===== config.mk =====
export PLATFORM = sky130hd
export DESIGN_NAME = cipher_stream_ctrl
export DESIGN_NICKNAME = d
export VERILOG_FILES = /design/src/rtl/cipher_stream_ctrl.sv
export SDC_FILE = /design/constraint.sdc
export NUM_CORES = 1
export LEC_CHECK = 0
export ABC_CLOCK_PERIOD_IN_PS = 4900
export BUFFER_PORTS_ARGS = -buffer_cell sky130_fd_sc_hd__buf_4
export CELL_PAD_IN_SITES_DETAIL_PLACEMENT = 1
export CELL_PAD_IN_SITES_GLOBAL_PLACEMENT = 1
export CORE_MARGIN = 3
export CORE_UTILIZATION = 40
export DETAILED_ROUTE_END_ITERATION = 7
export HOLD_SLACK_MARGIN = 0.12
export PLACE_DENSITY = 0.84
export SLEW_MARGIN = 20
export SYNTH_ARGS = -nofsm -noshare
export SYNTH_HDL_FRONTEND = slang
export SYNTH_SLANG_ARGS = --single-unit
export TNS_END_PERCENT = 5

===== constraint.sdc =====
create_clock -name clk -period 4.9 [get_ports clk]
set_clock_uncertainty 0.05 [all_clocks]
set_input_delay 0.245 -clock clk [delete_from_list [all_inputs] [get_ports clk]]
set_output_delay 0.245 -clock clk [all_outputs]
set_load 0.005 [all_outputs]

===== src/rtl/cipher_stream_ctrl.sv =====
// cipher_stream_ctrl: streams a fixed-length message through an alphabet-shift cipher with a cyclic key.
// Optional CIPHER_PASSTHRU_EN: invalid characters pass through instead of aborting the message.
module cipher_stream_ctrl #(
    parameter int MSG_LEN = 6,
    parameter int SEC_LEN = 7
) (
    input  logic                         clk,
    input  logic                         rst_n,
    input  logic                         i_key_load,
    input  logic [8*SEC_LEN-1:0]         i_key_in,
    input  logic                         i_start,
    input  logic                         i_mode,
    input  logic                         i_in_valid,
    output logic                         o_in_ready,
    input  logic [7:0]                   i_in_data,
    output logic                         o_out_valid,
    input  logic                         i_out_ready,
    output logic [7:0]                   o_out_data,
    output logic                         o_out_last,
    output logic                         o_busy,
    output logic                         o_done,
    output logic                         o_err,
    output logic [$clog2(MSG_LEN+1)-1:0] o_err_pos
);
    localparam int CW = $clog2(MSG_LEN + 1);
    localparam int IW = (SEC_LEN > 1) ? $clog2(SEC_LEN) : 1;
    localparam logic [CW-1:0] LAST_CNT = CW'(MSG_LEN - 1);
    localparam logic [IW-1:0] LAST_IDX = IW'(SEC_LEN - 1);
    localparam logic [7:0] CH_A  = 8'h41;
    localparam logic [7:0] CH_Z  = 8'h5A;
    localparam logic [7:0] ALPHA = 8'd26;

    typedef enum logic [1:0] {IDLE, RUN, FLUSH, DRAIN} state_t;

    state_t               r_state;
    state_t               w_nextState;
    logic [8*SEC_LEN-1:0] r_key;
    logic [IW-1:0]        r_idx;
    logic [CW-1:0]        r_cnt;
    logic                 r_mode;
    logic                 r_outValid;
    logic [7:0]           r_outData;
    logic                 r_outLast;
    logic                 r_done;
    logic                 r_err;
    logic [CW-1:0]        r_errPos;

    logic [7:0] w_keyByte;
    logic [7:0] w_pos;
    logic [7:0] w_kVal;
    logic [7:0] w_sum;
    logic [7:0] w_cipher;
    logic       w_invalid;
    logic       w_outFree;
    logic       w_inReady;
    logic       w_accept;
    logic       w_isLast;
    logic       w_emit;
    logic       w_finish;

    always_comb begin
        w_keyByte = 8'h00;
        for (int i = 0; i < SEC_LEN; i++) begin
            if (r_idx == IW'(i)) w_keyByte = r_key[8*i +: 8];
        end
    end

    // Both directions stay within 6 bits before the single conditional wrap by 26.
    assign w_invalid = (i_in_data < CH_A) || (i_in_data > CH_Z);
    assign w_pos     = w_invalid ? 8'hFF : (i_in_data - CH_A);
    assign w_kVal    = w_keyByte - CH_A;
    assign w_sum     = r_mode ? (w_pos + ALPHA - w_kVal) : (w_pos + w_kVal);
    assign w_cipher  = ((w_sum >= ALPHA) ? (w_sum - ALPHA) : w_sum) + CH_A;

    assign w_outFree = !r_outValid || i_out_ready;
    assign w_inReady = ((r_state == RUN) && w_outFree) || (r_state == DRAIN);
    assign w_accept  = i_in_valid && w_inReady;
    assign w_isLast  = (r_cnt == LAST_CNT);
`ifdef CIPHER_PASSTHRU_EN
    assign w_emit = w_accept && (r_state == RUN);
`else
    assign w_emit = w_accept && (r_state == RUN) && !w_invalid;
`endif

    // An accept in RUN implies the output slot is free, so an invalid final byte can finish directly.
    always_comb begin
        w_nextState = r_state;
        w_finish    = 1'b0;
        case (r_state)
            IDLE: begin
                if (i_start) w_nextState = RUN;
            end
            RUN: begin
                if (w_accept) begin
                    if (w_emit) begin
                        if (w_isLast) w_nextState = FLUSH;
                    end else if (w_isLast) begin
                        w_nextState = IDLE;
                        w_finish    = 1'b1;
                    end else begin
                        w_nextState = DRAIN;
                    end
                end
            end
            FLUSH: begin
                if (w_outFree) begin
                    w_nextState = IDLE;
                    w_finish    = 1'b1;
                end
            end
            DRAIN: begin
                if (w_accept && w_isLast) begin
                    if (w_outFree) begin
                        w_nextState = IDLE;
                        w_finish    = 1'b1;
                    end else begin
                        w_nextState = FLUSH;
                    end
                end
            end
            default: w_nextState = IDLE;
        endcase
    end

    always_ff @(posedge clk or negedge rst_n) begin
        if (!rst_n) begin
            r_state    <= IDLE;
            r_key      <= '0;
            r_idx      <= '0;
            r_cnt      <= '0;
            r_mode     <= 1'b0;
            r_outValid <= 1'b0;
            r_outData  <= 8'h00;
            r_outLast  <= 1'b0;
            r_done     <= 1'b0;
            r_err      <= 1'b0;
            r_errPos   <= '0;
        end else begin
            r_state <= w_nextState;
            r_done  <= w_finish;
            if (r_state == IDLE) begin
                if (i_key_load) r_key <= i_key_in;
                if (i_start) begin
                    r_mode   <= i_mode;
                    r_cnt    <= '0;
                    r_idx    <= '0;
                    r_err    <= 1'b0;
                    r_errPos <= '0;
                end
            end
            if (w_accept) r_cnt <= r_cnt + 1'b1;
            if (w_accept && (r_state == RUN) && !w_invalid) begin
                r_idx <= (r_idx == LAST_IDX) ? '0 : (r_idx + 1'b1);
            end
            if (w_accept && (r_state == RUN) && w_invalid && !r_err) begin
                r_err    <= 1'b1;
                r_errPos <= r_cnt;
            end
            if (w_emit) begin
                r_outValid <= 1'b1;
                r_outData  <= w_invalid ? i_in_data : w_cipher;
                r_outLast  <= w_isLast;
            end else if (i_out_ready) begin
                r_outValid <= 1'b0;
            end
        end
    end

    assign o_in_ready  = w_inReady;
    assign o_out_valid = r_outValid;
    assign o_out_data  = r_outData;
    assign o_out_last  = r_outLast;
    assign o_busy      = (r_state != IDLE);
    assign o_done      = r_done;
    assign o_err       = r_err;
    assign o_err_pos   = r_errPos;

endmodule


# Yosys cells after proc, flatten, opt, wreduce, memory -nomap -nowiden
# Cells that the tools add are included.
op_classes:
  muxes: 37
  eq_ne: 15
  magnitude_cmp: 3
  n_reduce_logical: 29
  add_sub_neg: 9
op_table:
  columns: ["op", "count"]
  rows:
  - ["8-bit two-way mux", 11]
  - ["3-bit two-way mux", 6]
  - ["2-bit two-way mux", 8]
  - ["2-bit nonzero test", 8]
  - ["8-bit by 7-bit subtractor with 8-bit output (second input constant)", 2]
  - ["3-bit == test (second input constant)", 4]
  - ["1-bit two-way mux", 10]
  - ["2-bit AND reduction", 5]
  - ["8-bit by 5-bit adder with 8-bit output (second input constant)", 1]
  - ["8-bit by 7-bit adder with 8-bit output (second input constant)", 1]
  - ["8-bit adder", 1]
  - ["8-bit by 5-bit greater-or-equal comparator with 1-bit output (second input constant)", 1]
  - ["8-bit by 7-bit greater-than comparator with 1-bit output (second input constant)", 1]
  - ["8-bit by 7-bit less-than comparator with 1-bit output (second input constant)", 1]
  - ["2-bit one-hot mux with 4 select lines", 1]
  - ["8-bit by 5-bit subtractor with 8-bit output (second input constant)", 1]
  - ["8-bit subtractor", 1]
  - ["1-bit logical AND", 7]
  - ["3-bit by 1-bit adder with 3-bit output (second input constant)", 2]
  - ["3-bit by 2-bit == test with 1-bit output (second input constant)", 2]
  - ["2-bit != test (second input constant)", 3]
  - ["5-bit AND reduction", 1]
  - ["2-bit == test (second input constant)", 2]
  - ["3-bit by 1-bit == test with 1-bit output (second input constant)", 1]
  - ["other kinds (8)", 12]
word_totals:
  input_bits: 71
  ff_bits: 80
  out_inout_bits: 17

# Depth between registers and ports, before layout
# Gate-level depths: netlist of run 1.
depth:
  word_depth: 15
  ltp_mapped: 27
  ltp_nobuf: 25

# Worst setup path before layout of run 1
# Ideal clock, no wire load.
synth_path:
  path_type: "register -> register"
  from: "reg r_idx[2]"
  to: "reg r_outData[6], in the netlist o_out_data[6]"
  t_arrival_ns: 4.980
  stages_incl_launch_ff: 26
  setup_time_ns: 0.132
  slack_ns: -0.262
  path_buffers: 3
  period_less_slack_ns: 5.162
  path_cell_list: "dfrtp_1 > buf_2 > buf_2 > inv_1 > ha_1 > clkbuf_1 > a2bb2oi_1 > a32o_2 > ha_1 > xnor2_1 > ha_1 > inv_1 > ha_1 > a221oi_1 > nor2_1 > a21o_1 > a21oi_1 > xnor2_1 > o22ai_1 > nand2_1 > nor2_1 > xor2_1 > ha_1 > nand4_1 > xnor2_1 > o21ai_1"
synth_between:
  elab_chain_len: 15
  word_cells_on_any_way: 23
  cone_classes: "add/sub: 5; order compare: 1; eq/ne: 6; mux: 10; reduce/logical: 1"
synth_rtl:
  columns: ["item", "line", "text"]
  rows:
  - ["from (decl)", "38", "logic [IW-1:0] r_idx;"]
  - ["from (signal assigned)", "153", "r_idx <= (r_idx == LAST_IDX) ? '0 : (r_idx + 1'b1);"]
  - ["3-bit zero test", "64", "if (r_idx == IW'(i)) w_keyByte = r_key[8*i +: 8];"]
  - ["8-bit two-way mux (6 in a row)", "64", null]
  - ["8-bit two-way mux (*)", "64", null]
  - ["8-bit by 7-bit subtractor with 8-bit output (*)", "71", "assign w_kVal = w_keyByte - CH_A;"]
  - ["8-bit adder or 8-bit subtractor (tied branches)", "72", "assign w_sum = r_mode ? (w_pos + ALPHA - w_kVal) : (w_pos + w_kVal);"]
  - ["8-bit two-way mux (*)", "72", null]
  - ["8-bit by 5-bit subtractor with 8-bit output or 8-bit by 5-bit greater-or-equal comparator with 1-bit output (tied branches)", "73", "assign w_cipher = ((w_sum >= ALPHA) ? (w_sum - ALPHA) : w_sum) + CH_A;"]
  - ["8-bit two-way mux (*)", "73", null]
  - ["8-bit by 7-bit adder with 8-bit output (*)", "73", null]
  - ["8-bit two-way mux (*)", "161", "r_outData <= w_invalid ? i_in_data : w_cipher;"]
  - ["to (signal assigned)", "161", null]
  - ["to (decl)", "42", "logic [7:0] r_outData;"]
# Mark *: on every way between the ends. The rest lies on a longest branch, timed or not.
# A chain may end at the register's enable or synchronous reset.

# Worst setup path after layout of run 1
layout_path:
  from: "reg r_idx[0]"
  to: "reg r_outData[7], in the netlist o_out_data[7]"
# Same word-level chain as after synthesis.

==> summary.md, run 1 <==
| Metric | Value |
|---|---|
| Outcome | `complete, but fails checks` |
| Failing checks | `negative setup slack` |
| Top-count cell post-synth | `dfrtp_1` |
| TritonCTS clock tree | `built` |
| Crit path cell chain | `inv_2 -> nor2_4 -> ha_4 -> nor2_4 -> buf_4 -> o221ai_1 -> a32o_2 -> nand3_1 -> xor2_2 -> ha_1 -> inv_1 -> ha_4 -> a31oi_1 -> nor2b_1 -> o31a_1 -> nor2_2 -> xnor2_1 -> a21oi_2 -> buf_4 -> xnor2_4 -> a21oi_2 -> o311a_1 -> or3_1 -> nand3_1` |
| Post-synth EDFFs | `0` |
| Setup Viol. Count Final | `2` |
| Area leader, netlist | `dfrtp_1` |
| Vias in the first global route | `5323` |
| Nets@finish | `795` |
| Normalized max-slew margin | `0.394` |
| Initial Util | `0.411` |
| Max-cap violations | `0` |
| All-Layer GR Usage | `0.257` |
| Root buffer cell | `clkbuf_16` |
| Num Clock Sinks | `80` |
| Fin worst setup slack | `-0.137 ns` |
| GR Overflow Total | `0` |
| Initial antenna violation count | `0` |
| Multi-input gate area in the final layout | `3270 um2` |
| Via Count | `4917` |
| Final GP Congestion | `0.849` |
| CP Launch Type | `register` |
| Routed length per instance | `22.8 um` |
| Top Ports | `88` |
| Bufs on Longest Clock Path | `2` |
| Final WL | `19900 um` |
| Crit path max fanout | `6` |
| Element type at the critical path end | `register` |
| Drt drc | `0` |
| Syn_area_per_cell | `10.2 um2` |
| Die Y | `120 um` |
| H-tree levels | `3` |
| Number of core rows | `41` |
| PortBufs | `87` |
| Die Wd | `120 um` |
| Hold endpoint | `o_out_valid` |
| Antenna Cells | `0` |
| Syn Nets | `615` |
| Yosys reg bits | `80` |
| R2R cell count | `24` |
| Final Util | `0.590` |
| HP Start | `i_out_ready` |
| Worst reg2reg path endpoint | `o_out_data[7]` |
| ANT nets after route | `0` |
| Slew Viols, Final | `0` |
| Syn-to-layout area delta | `43.6%` |
| Worst slew pin tran | `0.901 ns` |
| Sequential area share after synthesis | `0.383` |
| CP Data Required Time | `5.12 ns` |
| HPWL after DPL | `11500 um` |
| Slowest-stage cell, CP | `dfrtp_2` |
| Top_reg_cell synth | `dfrtp_1` |
| Die area | `14500 um2` |
| Final cycle utilization of the critical path | `1.03` |
| Most frequent cells after synthesis | `dfrtp_1, mux2_2, nand2_1` |
| Top cell type's share of synthesized area | `0.383` |
| Final Hold Vio Count | `0` |
| Crit Reg-Reg Startpoint | `r_idx[0]` |
| RSZ-0062 raised after global routing | `yes` |
| Largest net degree at the start of global routing | `81` |
| Clock transition at path regs | `0.07 ns` |
| Vias/cell | `5.64` |
| Layout fillers | `1367` |
| Hold path depth | `3` |
| Synth warnings | `0` |
| Setup CP Type | `register to register` |
| Syn Inst Count | `515` |
| Critical path arrival | `5.26 ns` |
| CORE AREA | `12700 um2` |
| First-pass GRT wire length | `29000 um` |
| Synthesized cell area | `5230 um2` |
| Fmax | `199 MHz` |
| Clk_lat worst skew | `0.35 ns` |
| 1st-iter DRT viols | `339` |
| Worst hold path type | `input port to register` |
| Tmin final | `5.04 ns` |
| Reg area | `2000 um2` |
| DRT Pass-1 Iters | `5` |
| Worst R2R Setup Slack | `-0.14 ns` |
| Leading post-synthesis cells by cell area | `dfrtp_1, mux2_2, ha_1` |
| Share of cells above drive strength 1 | `0.393` |
| TritonCTS Buffers | `9` |
| Crit-path max cell delay | `0.48 ns` |
| Synth unique cells | `73` |
| Setup crit start | `r_idx[0]` |
| FFs w/ async S/R, synth | `1.00` |
| Post-route setup TNS | `-0.253 ns` |
placed cells by master (no fill, tap or decap), types with 5 or more instances in the layout:
cell           netlist  final
buf_4                1    130
dfrtp_1             80     79
mux2_2              61     61
dlygate4sd3_1        0     58
nand2_1             54     53
inv_1               30     26
o21ai_0             27     26
nor2_1              26     19
ha_1                27     19
xnor2_1             17     14
nand3_1             11     11
a21oi_1             12      9
xor2_1              11      9
clkbuf_16            0      9
nor2b_1              9      8
ha_4                 0      8
mux2i_1              7      7
inv_2                1      5
and3b_1              5      5
o22ai_1              6      5
area by class of cell:
cell class              instances  share of cell area
multi-input cells             381               0.436
flip-flops and latches         80               0.267
repair buffers                192               0.215
clock buffers                  11              0.0310
well taps                     172              0.0287
inverters                      31              0.0155
clock inverters                 5             0.00750
metrics by stage:
stage                     hold slack, ns  instance area, um2  setup WS (ns)  instances
final                              0.156                7510         -0.137        872
after global routing               0.170                7510         -0.308        872
after CTS                          0.143                7200         0.0131        857
after floorplan                   -0.101                5250       0.000981        515
after global placement             0.418                6220         -0.148        780
after detailed placement           0.428                6220         -0.270        780
repair_timing:
action | in CTS | in global routing
hold buffers | 58 | 0
setup endpoints to repair | 5 | 7
resized for setup | 18 | 39
pin swaps | 7 | 21
hold endpoints to repair | 137 | 0
setup buffers | 3 | 15
how the worst max path moves through the flow:
stage	to	slack, ns	depth (start not counted)
after global placement	o_out_data[6]	-0.15	22
final	o_out_data[7]	-0.14	24
after floorplan	o_out_data[7]	0.001	23
after detailed placement	o_out_data[4]	-0.27	22
after global routing	o_out_data[7]	-0.31	24
after CTS	o_out_data[7]	0.01	24
flip-flops by register name (all words and copies together), names as in the netlist:
signal / flops
r_cnt: 3
r_key: 56
o_out_data: 8
r_state: 2
o_out_valid: 1
o_done: 1
o_err_pos: 3
r_idx: 3
r_mode: 1
o_err: 1
o_out_last: 1
per-layer routing:
metal  wire length, um  up-vias  track usage
met5                 0        -            0
met4               777        0       0.0963
met3               958       67       0.0482
met2             10500      205        0.473
met1              7720     2437        0.296
li1                  -     2208            -
critical path, delay by kind of cell (launching register included):
family          cells  cell delay, ns
buf+inv             4            0.53
compound gates      7            1.57
fa+ha+maj           3            0.68
xor+xnor            3            0.62
simple gates        7            1.04
flops               1            0.48
kinds of logic (layout without fill, tap and decap cells):
group / Yosys count / in the layout / synth area share
compound gates: 109 / 109 / 0.152
xor+xnor: 30 / 30 / 0.0553
fa+ha+maj: 29 / 29 / 0.0723
buf+inv: 54 / 239 / 0.0460
flops: 80 / 80 / 0.383
mux: 73 / 73 / 0.159
simple gates: 140 / 140 / 0.132
Power of run 1 is not shown: default switching activity piles up to over one toggle a cycle in this logic, so the estimate is an artifact.
==> run 2, diff against run 1 <==
--- a/config.mk
+++ b/config.mk
@@ -5,15 +5,15 @@
 export SDC_FILE = /design/constraint.sdc
 export NUM_CORES = 1
 export LEC_CHECK = 0
-export ABC_CLOCK_PERIOD_IN_PS = 4900
+export ABC_CLOCK_PERIOD_IN_PS = 5800
 export BUFFER_PORTS_ARGS = -buffer_cell sky130_fd_sc_hd__buf_4
 export CELL_PAD_IN_SITES_DETAIL_PLACEMENT = 1
 export CELL_PAD_IN_SITES_GLOBAL_PLACEMENT = 1
 export CORE_MARGIN = 3
-export CORE_UTILIZATION = 40
+export CORE_UTILIZATION = 48
 export DETAILED_ROUTE_END_ITERATION = 7
 export HOLD_SLACK_MARGIN = 0.12
-export PLACE_DENSITY = 0.84
+export PLACE_DENSITY = 0.94
 export SLEW_MARGIN = 20
 export SYNTH_ARGS = -nofsm -noshare
 export SYNTH_HDL_FRONTEND = slang
==> constraint.sdc (replaced) <==
create_clock -name clk -period 5.8 [get_ports clk]
set_clock_uncertainty 0.05 [all_clocks]
set_input_delay 0.29 -clock clk [delete_from_list [all_inputs] [get_ports clk]]
set_output_delay 0.29 -clock clk [all_outputs]
set_load 0.005 [all_outputs]
==> summary.md, run 2 (same netlist as run 1, synthesis figures left out) <==
| Metric | Value |
|---|---|
| Outcome | `completed (was complete, but fails checks)` |
| Most flops, register | `r_key (unchanged)` |
| Initial Util | `0.500 (was 0.411)` |
| Final GP Congestion | `0.954 (was 0.849)` |
| All-Layer GR Usage | `0.315 (was 0.257)` |
| Share of cells above drive strength 1 | `0.309 (was 0.393)` |
| Slowest-stage cell, CP | `dfrtp_1 (was dfrtp_2)` |
| TritonCTS clock tree | `built (unchanged)` |
| Normalized max-slew margin | `0.496 (was 0.394)` |
| Final cycle utilization of the critical path | `0.976 (was 1.03)` |
| Clock transition at path regs | `0.10 ns (was 0.07 ns)` |
| Setup crit start | `r_idx[1] (was r_idx[0])` |
| Setup CP Type | `register to register (unchanged)` |
| Setup Viol. Count Final | `0 (was 2)` |
| Crit path to | `o_out_data[6] (was o_out_data[7])` |
| Commonest non-fill, non-tap cell in the layout | `buf_4 (unchanged)` |
| TritonCTS Buffers | `9 (unchanged)` |
| ANT nets after route | `0 (unchanged)` |
| Drt drc | `0 (unchanged)` |
| Die Wd | `110 um (was 120 um)` |
| Fmax | `177 MHz (was 199 MHz)` |
| First-pass GRT wire length | `28700 um (was 29000 um)` |
| Vias in the first global route | `5214 (was 5323)` |
| Clk_lat worst skew | `0.38 ns (was 0.35 ns)` |
| Via Count | `4824 (was 4917)` |
| CORE AREA | `10500 um2 (was 12700 um2)` |
| Worst slew pin tran | `0.756 ns (was 0.901 ns)` |
| CP Launch Type | `register (unchanged)` |
| Worst reg2reg path endpoint | `o_out_data[6] (was o_out_data[7])` |
| Number of core rows | `37 (was 41)` |
| HPWL after DPL | `11500 um (about the same)` |
| Worst R2R Setup Slack | `0.14 ns (was -0.14 ns)` |
| H-tree levels | `3 (unchanged)` |
| Bufs on Longest Clock Path | `2 (unchanged)` |
| Element type at the critical path end | `register (unchanged)` |
| R2R cell count | `24 (unchanged)` |
| Worst path bufs/invs | `2 (was 4)` |
| Fin worst setup slack | `0.141 ns (was -0.137 ns)` |
| Critical path depth | `24 (unchanged)` |
| Num Clock Sinks | `80 (unchanged)` |
| Final Hold Vio Count | `0 (unchanged)` |
| CP Data Required Time | `5.99 ns (was 5.12 ns)` |
| HP Start | `i_key_in[25] (was i_out_ready)` |
| Commonest non-fill, non-tap cells in the layout | `buf_4, dfrtp_1, mux2_2 (unchanged)` |
| Worst hold path type | `input port to register (unchanged)` |
| Crit-path max cell delay | `0.47 ns (was 0.48 ns)` |
| Root buffer cell | `clkbuf_8 (was clkbuf_16)` |
| Max-cap violations | `0 (unchanged)` |
| GR Overflow Total | `0 (unchanged)` |
| Place WS | `0.111 ns (was -0.270 ns)` |
| Vias/cell | `6.15 (was 5.64)` |
| Crit path max fanout | `11 (was 6)` |
| PortBufs | `87 (unchanged)` |
| Die Y | `110 um (was 120 um)` |
| Tmin final | `5.66 ns (was 5.04 ns)` |
| DRT Pass-1 Iters | `5 (unchanged)` |
| Critical path arrival | `5.85 ns (was 5.26 ns)` |
| Syn-to-layout area delta | `27.9% (was 43.6%)` |
| Crit Reg-Reg Startpoint | `r_idx[1] (was r_idx[0])` |
| Die area | `12200 um2 (was 14500 um2)` |
| Slew Viols, Final | `0 (unchanged)` |
| Final WL | `19900 um (about the same)` |
| Antenna Cells | `0 (unchanged)` |
| Routed length per instance | `25.4 um (was 22.8 um)` |
| Max FFs per register | `56 (unchanged)` |
| Crit path cell chain | `inv_2 -> nor2_1 -> ha_4 -> buf_4 -> or3_1 -> o21ai_0 -> o22ai_2 -> nand2_1 -> xnor2_1 -> ha_1 -> ha_1 -> a31oi_1 -> nor2b_1 -> o31a_1 -> nor2_1 -> xnor2_1 -> a21oi_2 -> xor2_1 -> nor2_2 -> xor2_1 -> ha_1 -> nand4_1 -> xnor2_1 -> o21ai_1 (was inv_2 -> nor2_4 -> ha_4 -> nor2_4 -> buf_4 -> o221ai_1 -> a32o_2 -> nand3_1 -> xor2_2 -> ha_1 -> inv_1 -> ha_4 -> a31oi_1 -> nor2b_1 -> o31a_1 -> nor2_2 -> xnor2_1 -> a21oi_2 -> buf_4 -> xnor2_4 -> a21oi_2 -> o311a_1 -> or3_1 -> nand3_1)` |
| 1st-iter DRT viols | `335 (was 339)` |
| Largest net degree at the start of global routing | `81 (unchanged)` |
| Initial antenna violation count | `0 (unchanged)` |
| Nets@finish | `743 (was 795)` |
| Cell family with most CP delay | `compound AO/OA/AOI/OAI gates (unchanged)` |
| Top Ports | `88 (unchanged)` |
## run 2: how the worst min path moves through the flow
stage,endpoint,depth (start not counted)
after floorplan,o_done,0
after global placement,o_out_data[7],2
after detailed placement,o_out_data[4],2
after CTS,r_key[1],2
after global routing,r_key[25],2
final,r_key[25],2
## run 2: through the flow
stage	area, um2	cells	TNS, ns	util	hold WS, ns
6_report	6680	784	0	0.639	0.103
5_1_grt	6680	784	-0.399	0.639	0.104
4_1_cts	6520	773	0	0.623	0.121
2_1_floorplan	5230	515	0	-	-0.0556
3_5_place_dp	5970	721	0	0.571	0.435
3_3_place_gp	5970	721	0	0.571	0.416
## run 2: repair_timing
action	4_1_cts	5_1_grt
hold endpoints to repair	115	11
setup endpoints to repair	0	7
hold buffers	36	11
setup buffers	0	0
resized for setup	0	10
## run 2: per-layer routing
metal / track usage / vias up / wire, um
li1: - / 2086 / -
met1: 0.362 / 2404 / 7410
met2: 0.551 / 239 / 10200
met3: 0.0641 / 95 / 1150
met4: 0.164 / 0 / 1100
met5: 0 / - / 0
## run 2: layout make-up
| type | instances | area, um2 |
|---|---|---|
| fill | 1139 | 3780 |
| clock inverter | 7 | 60.1 |
| clock buffer | 9 | 124 |
| timing repair buffer | 140 | 1170 |
| multi-input combinational | 381 | 3040 |
| tap | 136 | 170 |
| sequential | 80 | 2000 |
| inverter | 31 | 116 |
Power of run 2 is left out for the same reason.
==> run 3, diff against run 2 <==
--- a/config.mk
+++ b/config.mk
@@ -9,7 +9,6 @@
 export BUFFER_PORTS_ARGS = -buffer_cell sky130_fd_sc_hd__buf_4
 export CELL_PAD_IN_SITES_DETAIL_PLACEMENT = 1
 export CELL_PAD_IN_SITES_GLOBAL_PLACEMENT = 1
-export CORE_MARGIN = 3
 export CORE_UTILIZATION = 48
 export DETAILED_ROUTE_END_ITERATION = 7
 export HOLD_SLACK_MARGIN = 0.12
==> summary.md, run 3 (same netlist as run 1, synthesis figures left out) <==
| Metric | Value |
|---|---|
| Outcome | `completed (unchanged)` |
| PortBufs | `87 (unchanged)` |
| Syn-to-layout area delta | `31.0% (was 27.9%)` |
| Top Ports | `88 (unchanged)` |
| DR WL met2 | `10600 um (was 10200 um)` |
| Die Y | `106 um (was 110 um)` |
| Root buffer cell | `clkbuf_8 (unchanged)` |
| Normalized max-slew margin | `0.266 (was 0.496)` |
| Final instance area | `6850 um2 (was 6680 um2)` |
| Worst hold path type | `input port to register (unchanged)` |
| Post-route setup TNS | `0 ns (unchanged)` |
| Die area | `11300 um2 (was 12200 um2)` |
| DR top layer | `met4 (unchanged)` |
| Tmin final | `5.72 ns (was 5.66 ns)` |
| Reg area | `2000 um2 (about the same)` |
| H-tree levels | `3 (unchanged)` |
| Antenna Cells | `0 (unchanged)` |
| Worst slew pin tran | `1.09 ns (was 0.756 ns)` |
| DRT Pass-1 Iters | `6 (was 5)` |
| Crit path max fanout | `14 (was 11)` |
| Max FFs per register | `56 (unchanged)` |
| Worst R2R Setup Slack | `0.08 ns (was 0.14 ns)` |
| Multi-input gate area in the final layout | `3030 um2 (was 3040 um2)` |
| Max-cap violations | `0 (unchanged)` |
| Initial antenna violation count | `0 (unchanged)` |
| Met1 WL | `7300 um (was 7410 um)` |
| Final GP Congestion | `0.918 (was 0.954)` |
| Setup CP Type | `register to register (unchanged)` |
| Layout fillers | `1143 (was 1139)` |
| Share of cells above drive strength 1 | `0.315 (was 0.309)` |
| Final Hold Vio Count | `0 (unchanged)` |
| 1st-iter DRT viols | `428 (was 335)` |
| Largest net degree at the start of global routing | `81 (unchanged)` |
| First-pass GRT wire length | `31400 um (was 28700 um)` |
| CP Data Required Time | `6.07 ns (was 5.99 ns)` |
| Num Clock Sinks | `80 (unchanged)` |
| Place WS | `0.117 ns (was 0.111 ns)` |
| GR Overflow Total | `0 (unchanged)` |
| Clk_lat worst skew | `0.39 ns (was 0.38 ns)` |
| Commonest non-fill, non-tap cell in the layout | `buf_4 (unchanged)` |
| Setup Viol. Count Final | `0 (unchanged)` |
| Commonest non-fill, non-tap cells in the layout | `buf_4, dfrtp_1, mux2_2 (unchanged)` |
| WL met3 | `1120 um (was 1150 um)` |
| Routed length per instance | `25.6 um (was 25.4 um)` |
| Most flops, register | `r_key (unchanged)` |
| CP Launch Type | `register (unchanged)` |
| Slew Viols, Final | `0 (unchanged)` |
| Initial Util | `0.500 (unchanged)` |
| Nets@finish | `759 (was 743)` |
| Final WL | `20400 um (was 19900 um)` |
| Number of core rows | `37 (unchanged)` |
| TritonCTS Buffers | `9 (unchanged)` |
| Clock transition at path regs | `0.10 ns (about the same)` |
| Vias/cell | `6.22 (was 6.15)` |
| Final hold slack | `0.116 ns (was 0.103 ns)` |
| CORE AREA | `10500 um2 (unchanged)` |
| Critical path arrival | `5.99 ns (was 5.85 ns)` |
| TritonCTS clock tree | `built (unchanged)` |
| HPWL after DPL | `11200 um (was 11500 um)` |
| Fmax | `175 MHz (was 177 MHz)` |
| All-Layer GR Usage | `0.375 (was 0.315)` |
| Bufs on Longest Clock Path | `2 (unchanged)` |
| Vias in the first global route | `5533 (was 5214)` |
| ANT nets after route | `0 (unchanged)` |
| Placed cell areas | `5970 um2 (unchanged)` |
| Die Wd | `106 um (was 110 um)` |
| Element type at the critical path end | `register (unchanged)` |
| Drt drc | `0 (unchanged)` |
| Via Count | `4973 (was 4824)` |
| Final cycle utilization of the critical path | `0.987 (was 0.976)` |
| Fin worst setup slack | `0.0773 ns (was 0.141 ns)` |
run 3: changes by cell type in the layout (fill, tap and decap cells not counted), sizes merged:
cell         previous run  this run
dlygate4sd3            47        55
inv                    35        34
buf                    93       101
bufinv                  0         1
run 3: repair_timing:
| action | CTS | global route |
|---|---|---|
| resized for setup | 1 | 13 |
| pin swaps | 0 | 4 |
| buffers inserted | 0 | 8 |
| hold buffers | 52 | 3 |
| endpoints found under the hold margin | 131 | 3 |
| endpoints found under the setup margin | 2 | 7 |
run 3: final cells by class:
cell class / count / area share
Clock buffer: 9 / 0.0181
Timing Repair Buffer: 156 / 0.192
Multi-Input combinational cell: 381 / 0.442
Tap cell: 136 / 0.0249
Inverter: 31 / 0.0175
Sequential cell: 80 / 0.293
Clock inverter: 7 / 0.0124
run 3: metrics by stage:
stage | util | instances
finish | 0.654 | 800
global route | 0.654 | 800
CTS | 0.641 | 789
detailed placement | 0.571 | 721
global placement | 0.571 | 721
floorplan | - | 515
run 3: path summary, 6_finish.rpt:
path,from,endpoint,cells past startpoint
setup / recovery,r_idx[0],o_out_data[7],24
hold reg to reg,o_out_data[0],o_out_data[0],2
max in group asynchronous,rst_n,r_idx[0],2
min in group asynchronous,rst_n,r_cnt[2],2
setup reg to reg,r_idx[0],o_out_data[7],24
hold / removal,i_key_in[53],r_key[53],2
run 3: critical path, stage by stage (launching register included):
cell        delay [ns]
dfrtp_2           0.46
clkinvlp_4        0.21
nor2_2            0.24
ha_1              0.26
buf_6             0.21
or3_1             0.19
o21ai_1           0.14
o22ai_2           0.25
nand4_2           0.21
nor2_1            0.27
xor2_1            0.27
ha_1              0.33
inv_1             0.10
ha_1              0.26
nor2b_1           0.16
o31a_1            0.28
nor2_1            0.11
xnor2_1           0.15
a21oi_2           0.09
buf_4             0.17
xnor2_4           0.27
a211oi_1          0.15
o311a_1           0.36
or3_1             0.35
nand3_1           0.09
run 3: metal layers:
layer  vias up  global-route usage
met3       103              0.0613
met5         -                   0
met1      2456               0.409
met2       290               0.667
met4         0               0.251
li1       2124                   -
Power of run 3 is left out for the same reason.
